**src/rtl/mem_stage_ctrl_if.sv**
```systemverilog
// Data-memory port between the pipeline memory stage and a variable-latency memory.
interface mem_stage_ctrl_if #(
  parameter int unsigned DATA_W = 32,
  parameter int unsigned ADDR_W = 16
);
  localparam int unsigned BE_W = DATA_W / 8;

  logic              mem_req;
  logic              mem_we;
  logic [ADDR_W-1:0] mem_addr;
  logic [DATA_W-1:0] mem_wdata;
  logic [BE_W-1:0]   mem_be;
  logic [DATA_W-1:0] mem_rdata;
  logic              mem_ack;

  modport master (
    output mem_req, mem_we, mem_addr, mem_wdata, mem_be,
    input  mem_rdata, mem_ack
  );

  modport slave (
    input  mem_req, mem_we, mem_addr, mem_wdata, mem_be,
    output mem_rdata, mem_ack
  );
endinterface

```
**src/rtl/mem_stage_ctrl.sv**
```systemverilog
// Pipeline memory stage: byte/half/word loads and stores over a req/ack port,
// stalling the pipe until ack, with flush kill, misalignment and timeout handling.
module mem_stage_ctrl #(
  parameter int unsigned DATA_W      = 32,
  parameter int unsigned ADDR_W      = 16,
  parameter int unsigned TIMEOUT_CYC = 255
) (
  input  logic              clk,
  input  logic              rst,
  input  logic              flush,
  input  logic              mem_read,
  input  logic              mem_write,
  input  logic [1:0]        size,
  input  logic              sign_ext,
  input  logic [DATA_W-1:0] alu_res,
  input  logic [DATA_W-1:0] wr_data,
  output logic [DATA_W-1:0] alu_out,
  output logic [DATA_W-1:0] wb_data,
  output logic              stall,
  output logic              misalign,
  output logic              timeout,
  mem_stage_ctrl_if.master  mem
);

  localparam int unsigned BE_W  = DATA_W / 8;
  localparam int unsigned CNT_W = $clog2(TIMEOUT_CYC + 1);

  typedef enum logic [1:0] {IDLE, WAIT, DONE} state_t;

  state_t            state_q, state_d;
  logic              req_q, req_d;
  logic              we_q, we_d;
  logic [ADDR_W-1:0] addr_q, addr_d;
  logic [DATA_W-1:0] wdata_q, wdata_d;
  logic [BE_W-1:0]   be_q, be_d;
  logic [DATA_W-1:0] rdata_q, rdata_d;
  logic              kill_q, kill_d;
  logic [CNT_W-1:0]  cnt_q, cnt_d;
  logic              misalign_d, timeout_d;

  logic              access;
  logic              aligned;
  logic [BE_W-1:0]   lane_be;
  logic [DATA_W-1:0] lane_wdata;
  logic [DATA_W-1:0] load_data;
  logic [7:0]        load_byte;
  logic [15:0]       load_half;

  assign alu_out       = alu_res;
  assign mem.mem_req   = req_q;
  assign mem.mem_we    = we_q;
  assign mem.mem_addr  = addr_q;
  assign mem.mem_wdata = wdata_q;
  assign mem.mem_be    = be_q;

  // Request decode: alignment, byte enables and lane-replicated store data.
  always_comb begin
    access     = (mem_read | mem_write) & ~flush;
    aligned    = 1'b1;
    lane_be    = BE_W'(4'b1111);
    lane_wdata = wr_data;
    case (size)
      2'b00: begin
        lane_be    = BE_W'(4'b0001) << alu_res[1:0];
        lane_wdata = DATA_W'({4{wr_data[7:0]}});
      end
      2'b01: begin
        aligned    = ~alu_res[0];
        lane_be    = alu_res[1] ? BE_W'(4'b1100) : BE_W'(4'b0011);
        lane_wdata = DATA_W'({2{wr_data[15:0]}});
      end
      default: aligned = (alu_res[1:0] == 2'b00);
    endcase
  end

  // Load formatting: pick the addressed lane of the captured word and extend it.
  always_comb begin
    load_byte = rdata_q[{alu_res[1:0], 3'b000} +: 8];
    load_half = rdata_q[{alu_res[1], 4'b0000} +: 16];
    case (size)
      2'b00:   load_data = {{(DATA_W-8){sign_ext & load_byte[7]}}, load_byte};
      2'b01:   load_data = {{(DATA_W-16){sign_ext & load_half[15]}}, load_half};
      default: load_data = rdata_q;
    endcase
  end

  // Next-state and output logic.
  always_comb begin
    state_d    = state_q;
    req_d      = req_q;
    we_d       = we_q;
    addr_d     = addr_q;
    wdata_d    = wdata_q;
    be_d       = be_q;
    rdata_d    = rdata_q;
    kill_d     = kill_q;
    cnt_d      = cnt_q;
    misalign_d = 1'b0;
    timeout_d  = 1'b0;
    stall      = 1'b0;
    wb_data    = alu_res;
    case (state_q)
      IDLE: begin
        if (access && aligned) begin
          stall   = 1'b1;
          req_d   = 1'b1;
          we_d    = ~mem_read;
          addr_d  = {alu_res[ADDR_W-1:2], 2'b00};
          wdata_d = lane_wdata;
          be_d    = lane_be;
          cnt_d   = '0;
          kill_d  = 1'b0;
          state_d = WAIT;
        end else if (access) begin
          misalign_d = 1'b1;
        end
      end
      WAIT: begin
        stall = 1'b1;
        if (mem.mem_ack) begin
          rdata_d = mem.mem_rdata;
          req_d   = 1'b0;
          kill_d  = 1'b0;
          if (kill_q || flush) begin
            // Killed access: release the pipe now and never format the data.
            stall   = 1'b0;
            state_d = IDLE;
          end else begin
            state_d = DONE;
          end
        end else if (cnt_q == CNT_W'(TIMEOUT_CYC)) begin
          req_d     = 1'b0;
          kill_d    = 1'b0;
          stall     = 1'b0;
          wb_data   = '0;
          timeout_d = 1'b1;
          state_d   = IDLE;
        end else begin
          cnt_d = CNT_W'(cnt_q + 1'b1);
          if (flush) kill_d = 1'b1;
        end
      end
      DONE: begin
        if (!we_q) wb_data = load_data;
        state_d = IDLE;
      end
      default: state_d = IDLE;
    endcase
  end

  // State and registered output update.
  always_ff @(posedge clk or posedge rst) begin
    if (rst) begin
      state_q  <= IDLE;
      req_q    <= 1'b0;
      we_q     <= 1'b0;
      addr_q   <= '0;
      wdata_q  <= '0;
      be_q     <= '0;
      rdata_q  <= '0;
      kill_q   <= 1'b0;
      cnt_q    <= '0;
      misalign <= 1'b0;
      timeout  <= 1'b0;
    end else begin
      state_q  <= state_d;
      req_q    <= req_d;
      we_q     <= we_d;
      addr_q   <= addr_d;
      wdata_q  <= wdata_d;
      be_q     <= be_d;
      rdata_q  <= rdata_d;
      kill_q   <= kill_d;
      cnt_q    <= cnt_d;
      misalign <= misalign_d;
      timeout  <= timeout_d;
    end
  end

endmodule

```
**src/flat_wrapper.sv**
```systemverilog
// flat-port wrapper written by rule: the top's interface ports become plain ports
module mem_stage_ctrl_flat 
#(
  parameter int unsigned DATA_W      = 32,
  parameter int unsigned ADDR_W      = 16,
  parameter int unsigned TIMEOUT_CYC = 255
)
  (clk, rst, flush, mem_read, mem_write, size, sign_ext, alu_res, wr_data, alu_out, wb_data, stall, misalign, timeout, mem_mem_req, mem_mem_we, mem_mem_addr, mem_mem_wdata, mem_mem_be, mem_mem_rdata, mem_mem_ack);
  mem_stage_ctrl_if #(.DATA_W(DATA_W), .ADDR_W(ADDR_W)) mem_i ();
  input  logic clk;
  input  logic rst;
  input  logic flush;
  input  logic mem_read;
  input  logic mem_write;
  input  logic [1:0] size;
  input  logic sign_ext;
  input  logic [DATA_W-1:0] alu_res;
  input  logic [DATA_W-1:0] wr_data;
  output logic [DATA_W-1:0] alu_out;
  output logic [DATA_W-1:0] wb_data;
  output logic stall;
  output logic misalign;
  output logic timeout;
  output wire logic [$bits(mem_i.mem_req)-1:0] mem_mem_req;
  output wire logic [$bits(mem_i.mem_we)-1:0] mem_mem_we;
  output wire logic [$bits(mem_i.mem_addr)-1:0] mem_mem_addr;
  output wire logic [$bits(mem_i.mem_wdata)-1:0] mem_mem_wdata;
  output wire logic [$bits(mem_i.mem_be)-1:0] mem_mem_be;
  input wire logic [$bits(mem_i.mem_rdata)-1:0] mem_mem_rdata;
  input wire logic [$bits(mem_i.mem_ack)-1:0] mem_mem_ack;
  assign mem_mem_req = mem_i.mem_req;
  assign mem_mem_we = mem_i.mem_we;
  assign mem_mem_addr = mem_i.mem_addr;
  assign mem_mem_wdata = mem_i.mem_wdata;
  assign mem_mem_be = mem_i.mem_be;
  assign mem_i.mem_rdata = mem_mem_rdata;
  assign mem_i.mem_ack = mem_mem_ack;
  mem_stage_ctrl #(.DATA_W(DATA_W), .ADDR_W(ADDR_W), .TIMEOUT_CYC(TIMEOUT_CYC)) u_core (.clk(clk), .rst(rst), .flush(flush), .mem_read(mem_read), .mem_write(mem_write), .size(size), .sign_ext(sign_ext), .alu_res(alu_res), .wr_data(wr_data), .alu_out(alu_out), .wb_data(wb_data), .stall(stall), .misalign(misalign), .timeout(timeout), .mem(mem_i));
endmodule
```
**config.mk**
```make
export PLATFORM = sky130hd
export DESIGN_NAME = mem_stage_ctrl_flat
export DESIGN_NICKNAME = d
export VERILOG_FILES = /design/src/rtl/mem_stage_ctrl_if.sv /design/src/rtl/mem_stage_ctrl.sv /design/src/flat_wrapper.sv
export SDC_FILE = /design/constraint.sdc
export NUM_CORES = 1
export LEC_CHECK = 0
export CORE_AREA = 5 5 100 102
export DETAILED_ROUTE_END_ITERATION = 16
export DIE_AREA = 0 0 105 107
export DONT_BUFFER_PORTS = 1
export HOLD_SLACK_MARGIN = 0.08
export PLACE_DENSITY = 0.74
export SLEW_MARGIN = 20
export SYNTH_ARGS = -nofsm -noshare
export SYNTH_HDL_FRONTEND = slang
export SYNTH_SLANG_ARGS = --single-unit
```
**constraint.sdc**
```tcl
create_clock -name clk -period 5.4 [get_ports clk]
set_clock_uncertainty 0.15 [all_clocks]
set_input_delay 1.08 -clock clk [delete_from_list [all_inputs] [get_ports clk]]
set_output_delay 1.08 -clock clk [all_outputs]
set_load 0.01 [all_outputs]
```
==> metrics.txt <==
Final min period=4190 ps; total power=2.88 mW; DR vias/cell=6.57; worst hold margin=378 ps; I/O pins=226; ys async rst share=1.00; number of DRC markers in iteration 0=215; # setup viols final=0; Final Util=0.581; Slew HR=0.318; Initial Util=0.580; commonest register cell after synthesis=dfrtp_1; CTS root buf=clkbuf_8; Final period util=0.776; VDD IR max=0.243 mV; Post-synth EDFFs=0; CP Capture Type=primary output; hold_sp=u_core.rdata_q[6]$_DFFE_PP0P_; min-delay worst type=flop to flop; Critical path buffers and inverters=1; Die Y=107 um; final hold vios=0; post-synthesis cell area=5230 sq um; Core Box Area=9020 sq um; worst reg-to-reg setup slack=3110 ps; die area=11200 sq um; Post-Layout Cell Count=554; share of cells above drive strength 1=0.194; FP Rows=35; CTS Buf Count=9; worst slew pin tran=1020 ps; # hold bufs at CTS=0; initial antenna violation count=0; end of the worst hold path=u_core.rdata_q[6]$_DFFE_PP0P_; RePlAce Congestion=0.865; pin count of the biggest net entering global routing=79; vias in the first global route=3747; syn avg cell area=10.7 sq um; port bufs=0; worst endpoint required time=4170 ps; Filler cells=749; status=finished, final reports clean; Slew Limit Fails=0; Place WS=1400 ps; reg-to-reg startpoint=u_core.state_q[1]$_DFFE_PP0P_; R2R Path End=u_core.state_q[1]$_DFFE_PP0P_; FF-to-FF path depth=6; delay-heaviest family, CP=compound AO/OA/AOI/OAI gates; CP max-delay cell=a2111oi_4; Leak=2.28 nW; Worst-path clk slew=90 ps; commonest cells after routing, fill and taps aside=dfrtp_1 (97), mux2_2 (56), nand2_1 (50); post-CTS setup buffer count=0; Skew-Pair Late Insertion Delay=350 ps; register area share after synthesis=0.464; Final WS setup=1210 ps; antenna viol nets, final=0; commonest non-fill, non-tap cell in the layout=dfrtp_1; first-pass GRT wire length=20800 um; via count=3640; Max clock buf depth=2; CP Max Fanout=18; CTS H-Tree Depth=3; Layout Nets=548; area grow syn2layout=0.239%; clk sinks=97; Design Area, Final=5240 sq um; final WL=13200 um; CP arrival=2960 ps; Sum Neg Setup Slack=0 ps; Fmax achieved=0.239 GHz; Hold Path Stages=1; Placed Instances=539; RSZ-0062 raised after global routing=no; crit start category=flop; Post-DP Area=5020 sq um; overall routing resource usage=0.232; Worst path max stage delay=960 ps; antenna cells=0; # DRC=0; YS warnings=0; pwr dens=550 nW/um^2; Yosys cell types=49; DP HPWL=9820 um; CTS tree=built; WS Path Type=flop to primary output; crit path cell chain=inv_1 > ha_1 > nand3b_1 > a2111oi_4 > a221o_1; Synth Register Bits=97; Mapped Cells=487; die width=105 um; # resized after CTS=0; total gr overflow=0; Routed WL per cell=23.9 um; max cap viols=0; DRT Pass-1 Iters=4
sequential cells by signal, indices dropped and copies added (netlist names):
name and cells:
u_core.kill_q 1, u_core.cnt_q 8, u_core.misalign 1, u_core.mem.mem_wdata 32, u_core.mem.mem_be 4, u_core.rdata_q 32
u_core.state_q 2, u_core.timeout 1, u_core.mem.mem_req 1, u_core.mem.mem_addr 14, u_core.mem.mem_we 1
cell type report:
class / instances / area (sq um) / share of cell area
clock buffer: 10 / 138 / 0.0263
clock inverter: 5 / 86.3 / 0.0165
inverter: 13 / 51.3 / 0.00979
multi-input combinational: 313 / 2360 / 0.451
sequential: 97 / 2430 / 0.463
tap: 111 / 139 / 0.0265
timing repair buffer: 5 / 37.5 / 0.00716
cells by family (layout without fill, tap and decap cells):
group	after synthesis	count (layout)	synth area share
AO/OA/AOI/OAI	126	126	0.181
other	1	2	0.000717
AND/OR/NAND/NOR	97	97	0.0833
adder cells (fa/ha/maj)	4	4	0.00957
multiplexers	84	84	0.177
flip-flops	97	97	0.464
buffers and inverters	78	33	0.0852
metal layers:
| metal | GRT usage | up-vias | part of all wire |
|---|---|---|---|
| met5 | 0 | - | 0 |
| met4 | 0.0703 | 0 | 0.018 |
| met3 | 0.0753 | 19 | 0.11 |
| met2 | 0.362 | 190 | 0.47 |
| met1 | 0.309 | 1775 | 0.40 |
| li1 | - | 1656 | - |
cells in the mapped netlist (2+ instances only):
cell type | n | share of area
nor2_1 | 17 | 0.012
o2bb2ai_1 | 15 | 0.025
a2bb2oi_1 | 2 | 0.0033
nor2b_1 | 2 | 0.0024
ha_1 | 4 | 0.0096
o21ai_1 | 2 | 0.0019
a222oi_1 | 7 | 0.013
nand3_1 | 5 | 0.0048
mux2_2 | 56 | 0.12
a221o_1 | 17 | 0.033
buf_4 | 34 | 0.049
o31ai_1 | 2 | 0.0029
or2_2 | 2 | 0.0024
nor3_1 | 6 | 0.0057
clkbuf_1 | 15 | 0.011
o21ai_0 | 37 | 0.035
a21o_1 | 6 | 0.0086
a21oi_1 | 12 | 0.011
nand2b_1 | 2 | 0.0024
buf_2 | 14 | 0.013
a211o_1 | 2 | 0.0033
nand2_1 | 50 | 0.036
inv_1 | 13 | 0.0093
mux2i_1 | 27 | 0.052
a221oi_1 | 8 | 0.013
nor4_1 | 2 | 0.0024
and3_1 | 4 | 0.0048
a22o_1 | 2 | 0.0033
dfrtp_1 | 97 | 0.46
o22a_1 | 4 | 0.0067
o22ai_1 | 3 | 0.0036
power by group:
part | total (mW) | internal (mW) | switching (mW)
clock network | 0.534 | 0.276 | 0.259
registers | 1.43 | 1.06 | 0.375
logic | 0.920 | 0.432 | 0.488
total | 2.88 | 1.76 | 1.12
worst max path at each step:
stage	startpoint	end	slack [ps]	depth (start not counted)
5_1_grt	u_core.state_q[1]$_DFFE_PP0P_	wb_data[28]	980	5
6_report	u_core.state_q[0]$_DFFE_PP0P_	wb_data[28]	1210	5
3_3_place_gp	u_core.state_q[0]$_DFFE_PP0P_	wb_data[29]	1620	5
3_5_place_dp	u_core.state_q[0]$_DFFE_PP0P_	wb_data[28]	1400	5
4_1_cts	u_core.state_q[0]$_DFFE_PP0P_	wb_data[28]	1000	5
2_1_floorplan	rst	u_core.cnt_q[0]$_DFFE_PP0P_	1640	1
(Power assumes the default switching activity.)
==> RTL change 1: new RTL, same flow settings <==
The 3 states of `state_t` get a one-hot encoding in 3 bits.
--- a/src/rtl/mem_stage_ctrl.sv
+++ b/src/rtl/mem_stage_ctrl.sv
@@ -25,7 +25,7 @@
   localparam int unsigned BE_W  = DATA_W / 8;
   localparam int unsigned CNT_W = $clog2(TIMEOUT_CYC + 1);
 
-  typedef enum logic [1:0] {IDLE, WAIT, DONE} state_t;
+  typedef enum logic [2:0] {IDLE = 3'b001, WAIT = 3'b010, DONE = 3'b100} state_t;
 
   state_t            state_q, state_d;
   logic              req_q, req_d;
Behaviour: no difference found for any inputs over 4 cycles, from zero or initial values and one cycle with rst high; so few cycles prove little.
==> RTL change 1 against the original RTL <==
  * Sequential cell count increased by 1
  * Die area stayed put
  * Routed wire length is 3.5% higher
  * Core utilization decreased by 0.069 points
  * Via count up 0.80%
  * Synthesized area grew 0.55%
  * Final area is 0.12% lower
  * First-iteration DRC count rose by 7.0%
  * Setup slack improved by 0.44 ns
Power is not compared: it rests on default switching activity, and its combinational part moved more than twofold at a synthesized area within 25%.
==> RTL change 1: results (changes against the original RTL) <==
Synth
  • Largest cells by area after synthesis: dfrtp_1 46%, mux2_2 7.3%, mux2i_1 4.9%, buf_4 4.9%, mux2_1 4.7%
  • Synth Area in Compound Gates: 0.165 (-0.0160)
  • Adder-Cell Fraction of Synth Area: 0.00238 (-0.00719)
  • Yosys cell types: 59 (+20%)
  • Mux share of post-synthesis cell area: 0.174 (-0.00287)
  • XOR/XNOR Fraction of Synth Area: 0.00500 (+0.00500)
  • Synth cell count leaders: 97 x dfrtp_1, 41 x nand2_1, 34 x buf_4, 34 x mux2_2, 26 x mux2i_1

Route
  • Wire length on met3: 1170 um (-21%)
  • Detailed router's first-iteration violation count: 230 (+7.0%)
  • WL met1: 5200 um (-1.6%)

Worst setup path
  • Crit-path max FO: 30 (+12)
  • Critical path startpoint: mem_mem_ack
  • R2R Setup Slk: 3.12 ns (about the same)
  • R2R cell count: 5 (-1)
  • Setup crit end: wb_data[31]
  • RR Endpoint: u_core.cnt_q[1]
  • Crit-path max cell delay: 0.50 ns (-0.46 ns)

GRT
  • Number of global-route vias before repair: 3856 (+2.9%)
  • Total GRT Usage: 0.238 (+0.00585)
  • Grt met1 use: 0.281 (-0.0282)
  • Pin count of the biggest net entering global routing: 78 (-1.3%)

Pwr
  • Total power: 0.00191 W

Finish
  • Non-clock buffer share: 0.00573 (-0.00143)
  • Multi-input gate share of total cell area: 0.457 (+0.00579)
  • Count of nets after finishing: 541 (-1.3%)
  • Seq area share: 0.469 (+0.00557)
  • Fillcell total: 782 (+4.4%)
  • CLK BUF: 11 (+1)
  • Clock network area share: 0.0370 (-0.00568)
  • Comb_multi_in: 315 (+0.64%)

Worst hold path
  • Hold Crit Endpoint: u_core.state_q[2]
  • Worst hold start: u_core.kill_q

Placed design
  • Routability cong.: 0.819 (-5.3%)
  • Hpwl dp: 10100 um (+3.2%)

Outcome
  • Status: finished clean

Timing
  • Max_slew headroom: 0.477 (+0.159)
-- RTL change 1: cell count changes after synthesis, sizes merged, moves of 3 or more --
cell	before	now
nand2	50	41
inv	13	7
nor2	17	23
clkbuf	15	20
nor3	6	1
a21oi	12	16
buf	50	46
nor4b	0	4
o22a	4	0
or4b	0	4
a21o	6	3
and2	2	5
ha	4	1
o31ai	3	0
-- RTL change 1: per-stage QoR --
stage / instance area, um2 / hold slack [ns] / worst slack (ns) / std cells / util
after floorplan: 5260 / 0.275 / 1.61 / 486 / -
after global placement: 5040 / 0.291 / 1.59 / 535 / 0.558
after detailed placement: 5040 / 0.297 / 1.65 / 535 / 0.559
after CTS: 5240 / 0.320 / 1.64 / 550 / 0.580
after global routing: 5240 / 0.367 / 1.55 / 550 / 0.580
final: 5240 / 0.320 / 1.65 / 550 / 0.580
-- RTL change 1: worst max-delay path: cells and delay by family --
family          cells  cell delay [ns]
simple gates        3             0.96
compound gates      1             0.46
==> RTL change 2: new RTL, same flow settings <==
Made on the original files. `TIMEOUT_CYC` is set to 255 in 2 places; all go to 510.
--- a/src/rtl/mem_stage_ctrl.sv
+++ b/src/rtl/mem_stage_ctrl.sv
@@ -3,7 +3,7 @@
 module mem_stage_ctrl #(
   parameter int unsigned DATA_W      = 32,
   parameter int unsigned ADDR_W      = 16,
-  parameter int unsigned TIMEOUT_CYC = 255
+  parameter int unsigned TIMEOUT_CYC = 510
 ) (
   input  logic              clk,
   input  logic              rst,
--- a/src/flat_wrapper.sv
+++ b/src/flat_wrapper.sv
@@ -3,7 +3,7 @@
 #(
   parameter int unsigned DATA_W      = 32,
   parameter int unsigned ADDR_W      = 16,
-  parameter int unsigned TIMEOUT_CYC = 255
+  parameter int unsigned TIMEOUT_CYC = 510
 )
   (clk, rst, flush, mem_read, mem_write, size, sign_ext, alu_res, wr_data, alu_out, wb_data, stall, misalign, timeout, mem_mem_req, mem_mem_we, mem_mem_addr, mem_mem_wdata, mem_mem_be, mem_mem_rdata, mem_mem_ack);
   mem_stage_ctrl_if #(.DATA_W(DATA_W), .ADDR_W(ADDR_W)) mem_i ();
Function: no difference found for any inputs over 4 cycles, from zero or initial values and one cycle with rst high; that may be too few to reach the edited logic, so the function may still have changed.
==> RTL change 2 against the original RTL <==
  * Sequential cell count up 1
  * Total power up 2.8%
  * Non-clock buffer count unchanged
  * Final cell count up 7.6%
  * Synthesized cell count up 8.8%
  * Worst hold slack worse by 0.013 ns
  * Final area up 5.7%
  * Routed wire length up 10%
  * Clock power up 0.9%
  * Synthesized area up 5.6%
  * Setup slack better by 0.15 ns
==> RTL change 2: results (changes against the original RTL) <==
Route
  • WL met1: 5630 um (+6.5%)
  • Detailed router's first-iteration violation count: 347 (+61%)
  • Wire length on met3: 1360 um (-8.6%)
  • Drt pass-1 iters: 5 (+1)
  • Top Metal Used: met5
  • DRT Wirelength: 14600 um (+10%)

Worst setup path
  • R2R Setup Slk: 3.07 ns (-0.04 ns)
  • Crit-path max FO: 12 (-6)
  • RR Endpoint: u_core.cnt_q[6]

Placed design
  • Placed instance area: 5300 um2 (+5.7%)
  • Routability cong.: 0.853 (-1.3%)
  • Placed cell count: 579 (+7.4%)

GRT
  • Met3 Track Usage GR: 0.0813 (+0.00602)
  • Met2 usage: 0.412 (+0.0499)
  • Grt met1 use: 0.318 (+0.00915)
  • Initial antenna violation count: 1 (+1)

Timing
  • Min Hold Slack: 0.366 ns (-0.0125 ns)
  • Final worst-path cycle share: 0.747 (-0.0284)

Outcome
  • Status: finished clean

Worst hold path
  • Hold Crit Endpoint: u_core.state_q[1]

Synth
  • Sequential share of the synthesized area: 0.444 (-0.0202)
  • Synth Area in Compound Gates: 0.198 (+0.0178)

Pwr
  • Leakage power figure: 2.38 nW (+4.2%)
  • Maximum vdd drop: 261 uV (+7.4%)
  • Pwr/cell area: 535 nW/um2 (-2.7%)

Finish
  • Ratio of cells with drive above 1 in the final layout: 0.190 (-0.00444)
  • Fillcell total: 748 (-0.13%)
-- RTL change 2: cell types whose count changed after synthesis, sizes merged, moves of 3 or more --
| cell | delta |
|---|---|
| nand2b | +4 |
| clkbuf | +5 |
| o2bb2ai | -6 |
| o211ai | +7 |
| a31oi | +13 |
| o21ai | +5 |
| nand2 | -3 |
| buf | -3 |
| nand3 | +5 |
| a221oi | -8 |
| o311ai | +4 |
| a22oi | +7 |
| a21oi | +3 |
-- RTL change 2: worst max-delay path: stages (launching register included) --
cell,delay (ns)
dfrtp_1,0.41
inv_1,0.09
ha_1,0.25
inv_2,0.08
or3_1,0.58
a2111oi_4,0.61
buf_6,0.23
a221o_1,0.18
-- RTL change 2: final cells by class --
class,instances,share of cell area
timing repair buffer,5,0.00745
sequential,98,0.443
inverter,14,0.00994
tap,111,0.0251
multi-input combinational,352,0.474
clock inverter,5,0.0154
clock buffer,11,0.0255
